--- src/rtl/noc_pkg.sv ---
// noc_pkg: shared flit width constants, flit types and destination helper for the ring network
package noc_pkg;
  localparam int FLIT_W = 16;
  localparam int ID_W = 6;
  localparam int PAYLOAD_W = FLIT_W - ID_W;
  typedef logic [FLIT_W-1:0] flit_t;
  typedef struct packed {
    logic [ID_W-1:0]      dest;
    logic [PAYLOAD_W-1:0] payload;
  } flit_s_t;
  function automatic logic [ID_W-1:0] flit_dest(input flit_t f);
    return f[FLIT_W-1 -: ID_W];
  endfunction
endpackage

--- src/rtl/noc_flit_fifo.sv ---
// noc_flit_fifo: first-word-fall-through flit FIFO with full/empty flags and synchronous reset
module noc_flit_fifo #(
  parameter int DEPTH = 4,
  parameter int W = 16
) (
  input  logic         clk,
  input  logic         rst,
  input  logic         push,
  input  logic [W-1:0] din,
  input  logic         pop,
  output logic [W-1:0] dout,
  output logic         full,
  output logic         empty
);
  localparam int AW = $clog2(DEPTH);
  logic [W-1:0]  mem [DEPTH];
  logic [AW-1:0] wp, rp;
  logic [AW:0]   cnt;
  logic          do_pop, do_push;
  always_comb begin
    full = cnt == (AW+1)'(DEPTH);
    empty = cnt == '0;
    do_pop = pop & !empty;
    do_push = push & (!full | do_pop);
    dout = mem[rp];
  end
  always_ff @(posedge clk) begin
    if (rst) begin
      wp <= '0;
      rp <= '0;
      cnt <= '0;
    end else begin
      if (do_push) begin
        mem[wp] <= din;
        wp <= wp + 1'b1;
      end
      if (do_pop) rp <= rp + 1'b1;
      cnt <= cnt + (AW+1)'(do_push) - (AW+1)'(do_pop);
    end
  end
endmodule

--- src/rtl/noc_ring_stop.sv ---
// noc_ring_stop: ring stop that injects GPU flits, ejects flits addressed to NODE_ID and forwards the rest
module noc_ring_stop import noc_pkg::*; #(
  parameter int NODE_ID = 14,
  parameter int ID_W = 6,
  parameter int FLIT_W = 16,
  parameter int INJ_DEPTH = 4,
  parameter int EJ_DEPTH = 4,
  parameter int STARVE_LIMIT = 8
) (
  input  logic              ACLK,
  input  logic              ARESET,
  input  logic [FLIT_W-1:0] gpu_data_in,
  input  logic              gpu_valid_in,
  output logic              gpu_ready_out,
  output logic [FLIT_W-1:0] gpu_data_out,
  output logic              gpu_valid_out,
  input  logic              gpu_ready_in,
  input  logic [FLIT_W-1:0] ring_data_in,
  input  logic              ring_valid_in,
  output logic              ring_ready_out,
  output logic [FLIT_W-1:0] ring_data_out,
  output logic              ring_valid_out,
  input  logic              ring_ready_in,
  output logic [15:0]       stat_inj,
  output logic [15:0]       stat_ej,
  output logic [15:0]       stat_pass
);
  localparam int SW = $clog2(STARVE_LIMIT + 1);
  logic [FLIT_W-1:0] inj_head;
  logic              inj_full, inj_empty, ej_full, ej_empty;
  logic              is_local, out_free, t_req, i_req, grant_inj, grant_transit, ej_push, ej_pop;
  logic [SW-1:0]     starve;
  always_comb begin
    is_local = flit_dest(flit_t'(ring_data_in)) == ID_W'(NODE_ID);
    out_free = !ring_valid_out | ring_ready_in;
    t_req = ring_valid_in & !is_local;
    i_req = !inj_empty;
    grant_inj = out_free & i_req & (!t_req | starve == SW'(STARVE_LIMIT));
    grant_transit = out_free & t_req & !grant_inj;
    gpu_ready_out = !ARESET & !inj_full;
    ring_ready_out = !ARESET & ring_valid_in & (is_local ? !ej_full : grant_transit);
    ej_push = ring_valid_in & ring_ready_out & is_local;
    gpu_valid_out = !ej_empty;
    ej_pop = gpu_valid_out & gpu_ready_in;
  end
  noc_flit_fifo #(.DEPTH(INJ_DEPTH), .W(FLIT_W)) u_inj (
    .clk(ACLK), .rst(ARESET), .push(gpu_valid_in & gpu_ready_out), .din(gpu_data_in),
    .pop(grant_inj), .dout(inj_head), .full(inj_full), .empty(inj_empty)
  );
  noc_flit_fifo #(.DEPTH(EJ_DEPTH), .W(FLIT_W)) u_ej (
    .clk(ACLK), .rst(ARESET), .push(ej_push), .din(ring_data_in),
    .pop(ej_pop), .dout(gpu_data_out), .full(ej_full), .empty(ej_empty)
  );
  always_ff @(posedge ACLK) begin
    if (ARESET) begin
      ring_valid_out <= 1'b0;
      ring_data_out <= '0;
      starve <= '0;
      stat_inj <= '0;
      stat_ej <= '0;
      stat_pass <= '0;
    end else begin
      if (out_free) begin
        ring_valid_out <= grant_inj | grant_transit;
        ring_data_out <= grant_inj ? inj_head : grant_transit ? ring_data_in : ring_data_out;
      end
      starve <= grant_inj ? '0 : (out_free & t_req & i_req) ? starve + 1'b1 : starve;
      if (grant_inj) stat_inj <= stat_inj + 1'b1;
      if (ej_pop) stat_ej <= stat_ej + 1'b1;
      if (grant_transit) stat_pass <= stat_pass + 1'b1;
    end
  end
endmodule
--- config.mk ---
export PLATFORM = sky130hd
export DESIGN_NAME = noc_ring_stop
export DESIGN_NICKNAME = d
export VERILOG_FILES = /design/src/rtl/noc_pkg.sv /design/src/rtl/noc_flit_fifo.sv /design/src/rtl/noc_ring_stop.sv
export SDC_FILE = /design/constraint.sdc
export NUM_CORES = 1
export LEC_CHECK = 0
export CELL_PAD_IN_SITES_DETAIL_PLACEMENT = 1
export CELL_PAD_IN_SITES_GLOBAL_PLACEMENT = 1
export CORE_MARGIN = 5
export CORE_UTILIZATION = 30
export DETAILED_ROUTE_END_ITERATION = 12
export GPL_ROUTABILITY_DRIVEN = 0
export GPL_TIMING_DRIVEN = 0
export MAX_ROUTING_LAYER = met4
export PLACE_DENSITY = 0.69
export SLEW_MARGIN = 20
export SYNTH_ARGS = -nofsm -noshare
export SYNTH_HDL_FRONTEND = slang
export SYNTH_SLANG_ARGS = --single-unit
--- constraint.sdc ---
create_clock -name ACLK -period 9.2 [get_ports ACLK]
set_input_delay 1.84 -clock ACLK [delete_from_list [all_inputs] [get_ports ACLK]]
set_output_delay 1.84 -clock ACLK [all_outputs]
set_load 0.005 [all_outputs]
# Word-level counts from Yosys, hierarchy flattened
# Memory sizes are Yosys's and may differ from the RTL's. A register that Yosys moved wholly into a read port is not among the register bits.
# Index checks and enable logic that the tools add are counted.
totals:
  register_bits: 83
  memories: 2
  in_bits: 38
  ram_bits: 128
mem_list:
  columns: ["name", "depth", "word_bits", "rd", "rd_clocked_by_memory_dff", "wr", "line", "source"]
  rows:
  - ["u_ej.mem", 4, 16, 1, 1, 1, "noc_flit_fifo.sv:16", "logic [W-1:0] mem [DEPTH];"]
  - ["u_inj.mem", 4, 16, 1, 1, 1, "noc_flit_fifo.sv:16", null]
classes:
  n_eq_ne: 4
  addsub: 12
  reduce_logical: 14
  n_bitwise: 22
  mux: 13
op_table:
  columns: ["op", "count"]
  rows:
  - ["$add 16x1->16 const B", 3]
  - ["$mux 16", 2]
  - ["$and 1x1->1", 17]
  - ["$logic_not 1->1", 9]
  - ["$add 2x1->2 const B", 4]
  - ["$mux 2", 4]
  - ["$mux 1", 7]
  - ["$add 3x1->3", 2]
  - ["$eq 3x3->1 const B", 2]
  - ["$eq 6x4->1 const B", 1]
  - ["$logic_not 3->1", 2]
  - ["$sub 3x1->3", 2]
  - ["$or 1x1->1", 5]
  - ["$add 4x1->4 const B", 1]
  - ["$eq 4x4->1 const B", 1]
  - ["$reduce_and 2->1", 1]
  - ["$reduce_bool 2->1", 1]
  - ["$reduce_or 2->1", 1]

# Depth between registers and ports, before layout
depth:
  depth_word: 16
  mapped_depth: 14
  mapped_depth_nobuf: 12

# By module
# From an unflattened synthesis, not the netlist that was laid out.
unflattened:
  cells_unflattened: 686
  hier_area_um2: 9185.1
modules_own_cells:
  columns: ["mod", "cells_per_inst", "instances", "seq_area_each_um2", "area_each_um2"]
  rows:
  - ["noc_flit_fifo", 132, 2, 2102.0, 2791.4]
  - ["noc_ring_stop", 422, 1, 1381.3, 3602.2]

# Worst setup path before layout
# OpenSTA, ideal clock, no wires.
synth_path:
  kind: "in2out"
  startpoint: "input port ring_ready_in"
  endpoint: "output port ring_ready_out"
  setup_slack_ns: 4.574
  arrival_time_ns: 2.786
  required_ns: 7.360
  n_path_buf: 2
  path_stages: 6
  path_cell_list: "nand2b_1 -> buf_2 -> o211a_1 -> clkbuf_1 -> nand2_1 -> a21oi_1"
synth_via:
  elab_chain_len: 7
  word_cells_on_any_way: 8
  cone_classes: "mux: 1; bitwise: 6; reduce/logical: 1"
synth_rtl:
  columns: ["item", "line", "source"]
  rows:
  - ["start, declared", "noc_ring_stop.sv:23", "input logic ring_ready_in,"]
  - ["$or 1x1->1 (*)", "noc_ring_stop.sv:35", "out_free = !ring_valid_out | ring_ready_in;"]
  - ["$and 1x1->1 (2 in a row)", "noc_ring_stop.sv:38", "grant_inj = out_free & i_req & (!t_req | starve == SW'(STARVE_LIMIT));"]
  - ["$logic_not 1->1", "noc_ring_stop.sv:39", "grant_transit = out_free & t_req & !grant_inj;"]
  - ["$and 1x1->1 (*)", "noc_ring_stop.sv:39", null]
  - ["$mux 1 (*)", "noc_ring_stop.sv:41", "ring_ready_out = !ARESET & ring_valid_in & (is_local ? !ej_full : grant_transit);"]
  - ["$and 1x1->1 (*)", "noc_ring_stop.sv:41", null]
  - ["end, declared", "noc_ring_stop.sv:20", "output logic ring_ready_out,"]
# Every way passes the cells marked *; elsewhere a longest branch is shown, timed or not.

# Final worst setup path
layout_path:
  startpoint: "input port ring_data_in[15]"
  endpoint: "output port ring_ready_out"
layout_via:
  elab_chain_len: 10
  word_cells_on_any_way: 11
  cone_classes: "eq/ne: 1; mux: 1; bitwise: 6; reduce/logical: 3"
layout_rtl:
  columns: ["item", "line", "source"]
  rows:
  - ["start, declared", "noc_ring_stop.sv:18", "input logic [FLIT_W-1:0] ring_data_in,"]
  - ["$eq 6x4->1 (*)", "noc_ring_stop.sv:34", "is_local = flit_dest(flit_t'(ring_data_in)) == ID_W'(NODE_ID);"]
  - ["$logic_not 1->1", "noc_ring_stop.sv:36", "t_req = ring_valid_in & !is_local;"]
  - ["$and 1x1->1", "noc_ring_stop.sv:36", null]
  - ["$logic_not 1->1", "noc_ring_stop.sv:38", null]
  - ["$or 1x1->1", "noc_ring_stop.sv:38", null]
  - ["$and 1x1->1", "noc_ring_stop.sv:38", null]
  - ["$logic_not 1->1", "noc_ring_stop.sv:39", null]
  - ["$and 1x1->1", "noc_ring_stop.sv:39", null]
  - ["$mux 1 (*)", "noc_ring_stop.sv:41", null]
  - ["$and 1x1->1 (*)", "noc_ring_stop.sv:41", null]
# Marked as above.

==> results.yml <==
global_routing:
  grt_max_degree: 17
  grt_use_total: 0.1454
  grt_first_pass_wirelength_mm: 38.03
  grt_overflow: 0
  grt_pass1_vias: 6595
  antenna_found_initial: 1
setup_path:
  worst_setup_path_start_kind: "input port"
  cp_max_fo: 10
  crit_type: "in2out"
  crit_required_ps: 7360
  cp_data_arrival_time_ps: 4390
  crit_path_end_kind: "output pin"
sta:
  skew_ps: 7.788
  period_share: 0.6769
  rsz0062_at_grt: "false"
  holdWs_ps: 486.4
  finalHoldViolCount: 0
  layout_min_cycle_time_ps: 6228
  finalSetupTns_ps: 0
  fmaxAchievable_ghz: 0.1606
  slew_viol_final: 0
  worst_pin_slew_ps: 870.7
  setup_viol: 0
  relSlewSlack: 0.4196
routing:
  viasPerCell: 4.951
  vias: 6139
  wl_per_cell_um: 19.50
  drt-total-wl_mm: 24.18
  drt_iter0_drc: 228
  postRouteAntennaNets: 0
  drc: 0
  drt_pre_antenna_iters: 4
finish:
  fillerInstances: 3153
  fin_util: 0.3900
  final_nets: 888
  syn_to_final_growth_pct: 28.02
  ff_latch_area_um2: 5585
  multiInputGateArea_um2: 3186
  drive_above_1_share: 0.1296
yosys:
  ys_types: 54
  synth-seq-cells: 215
  synth_area_leaders: "edfxtp_1 42%, dfxtp_1 19%, mux4_2 8.0%"
  synth_largest_area_cell: "edfxtp_1"
  synthTopCellsByCount: "128 x edfxtp_1, 87 x dfxtp_1, 53 x nor3_1, 37 x a21oi_1, 33 x nor2_1"
  syn_area_um2: 9052
  synth-async-reset-ratio: 0
  avgSynthCellArea_um2: 13.23
  ys_seq_area_frac: 0.6170
  synth_fp_nets: 741
  yosysMostFrequentCell: "edfxtp_1"
  synth.top_cell.area_share: 0.4246
  yosysWarnings: 0
  synth_edf_count: 128
  ys.flop_type: "edfxtp_1"
  synthCells: 684
hold_path:
  holdCritPathClass: "reg2reg"
clocking:
  numCtsBuffers: 25
  cts_max_path_buffers: 3
  tritoncts: "done"
  clkSinkCount: 215
  worst_skew_pair.late_latency_ps: 530
  hold_buffers: 0
  cts_setup_buffers: 0
  clk_pin_slew_ps: 60
  htree_levels: 1
  cts.repair.resized: 0
  clockRootBuffer: "clkbuf_16"
die:
  core_um2: 29720
  io_pins: 122
  die_h_um: 183.7
  die_width_um: 183.7
  die_area_um2: 33750
  start_util: 0.3046
  rows: 63
pwr:
  p_per_area_nw_per_um2: 237.8
  p_leak_uw: 0.003710
  ir_drop_mv: 0.1218
  finalPower_uw: 2756
place:
  hpwl_mm: 17.38
  numPortBuffers: 120
flow_run:
  cap_viol_max_count: 0
run_status:
  status: "finished clean"
## report_power, final
group          switching (µW)  total, µW  leakage [µW]  internal (µW)
clock                     403       1020      0.000409            613
combinational             311        602       0.00144            291
sequential               52.3       1140       0.00186           1090
## worst max-delay path, cell delays in order
cell and delay (ps):
clkdlybuf4s50_1 680, or2_2 240, o211a_1 270, clkbuf_1 490, nand2_1 110, a21oi_1 160, clkdlybuf4s50_1 580
## path summary, 6_finish.rpt
kind | from | endpoint | slack [ps] | cells after the start
max | ring_data_in[15] | ring_ready_out | 2970 | 7
min | starve[3] | starve[3] | 490 | 2
max reg2reg | starve[0] | u_inj.cnt[2] | 5740 | 14
min reg2reg | starve[3] | starve[3] | 490 | 2
## state kept, by name (all words and copies together), names as in the netlist, named ones only
register,count
u_ej.mem,64
u_inj.mem,64
ring_data_out,16
stat_ej,16
stat_inj,16
stat_pass,16
starve,4
u_ej.cnt,3
u_inj.cnt,3
u_ej.rp,2
u_ej.wp,2
u_inj.rp,2
u_inj.wp,2
ring_valid_out,1
## logic make-up (layout without fill, tap and decap cells)
logic type / count (synthesis) / after routing / synth area share
AOI/OAI and AO/OA: 80 / 80 / 0.05819
xor gates and xnor gates: 18 / 18 / 0.01742
adders and majority gates: 19 / 19 / 0.02792
buffers and inverters: 64 / 229 / 0.03110
DFF: 215 / 215 / 0.6170
muxes: 43 / 43 / 0.09330
other: 0 / 1 / 0
and+or+nand+nor: 245 / 245 / 0.1551
## routing by layer
layer  up-vias  GRT usage  routed length (µm)
li1       2933          -                   -
met5         -          -                   0
met2       119     0.2455               11810
met4         0    0.03017                 371
met3        31    0.03027                1211
met1      3056     0.1821               10790
## metrics by stage
stage / cells / worst slack (ps) / cell area (µm²)
2_1_floorplan: 684 / 4574 / 9052
3_3_place_gp: 1194 / 2953 / 10740
3_5_place_dp: 1194 / 2949 / 10740
4_1_cts: 1239 / 2949 / 11590
5_1_grt: 1240 / 2831 / 11590
6_report: 1240 / 2972 / 11590
## cell usage in the layout (no fill, tap or decap), types with 18 or more instances in the layout
cell type,netlist,final
a21oi_1,37,37
clkbuf_1,18,20
clkbuf_16,0,25
clkdlybuf4s50_1,0,120
dfxtp_1,87,87
edfxtp_1,128,128
inv_1,22,22
mux4_2,32,32
nand2_1,20,20
nand3_1,24,24
nor2_1,33,33
nor3_1,53,53
nor4_1,24,24
o31ai_1,20,20
or4_1,18,18
## area by class of cell
class	instances	area share
plain buffers	41	0.01684
repair buffers	120	0.1036
well taps	390	0.04211
diodes	1	0.0002159
multi-input cells	405	0.2749
clock buffers	27	0.05463
clock inverters	18	0.01825
inverters	23	0.007450
flip-flops and latches	215	0.4820
(Power assumes the default switching activity.)
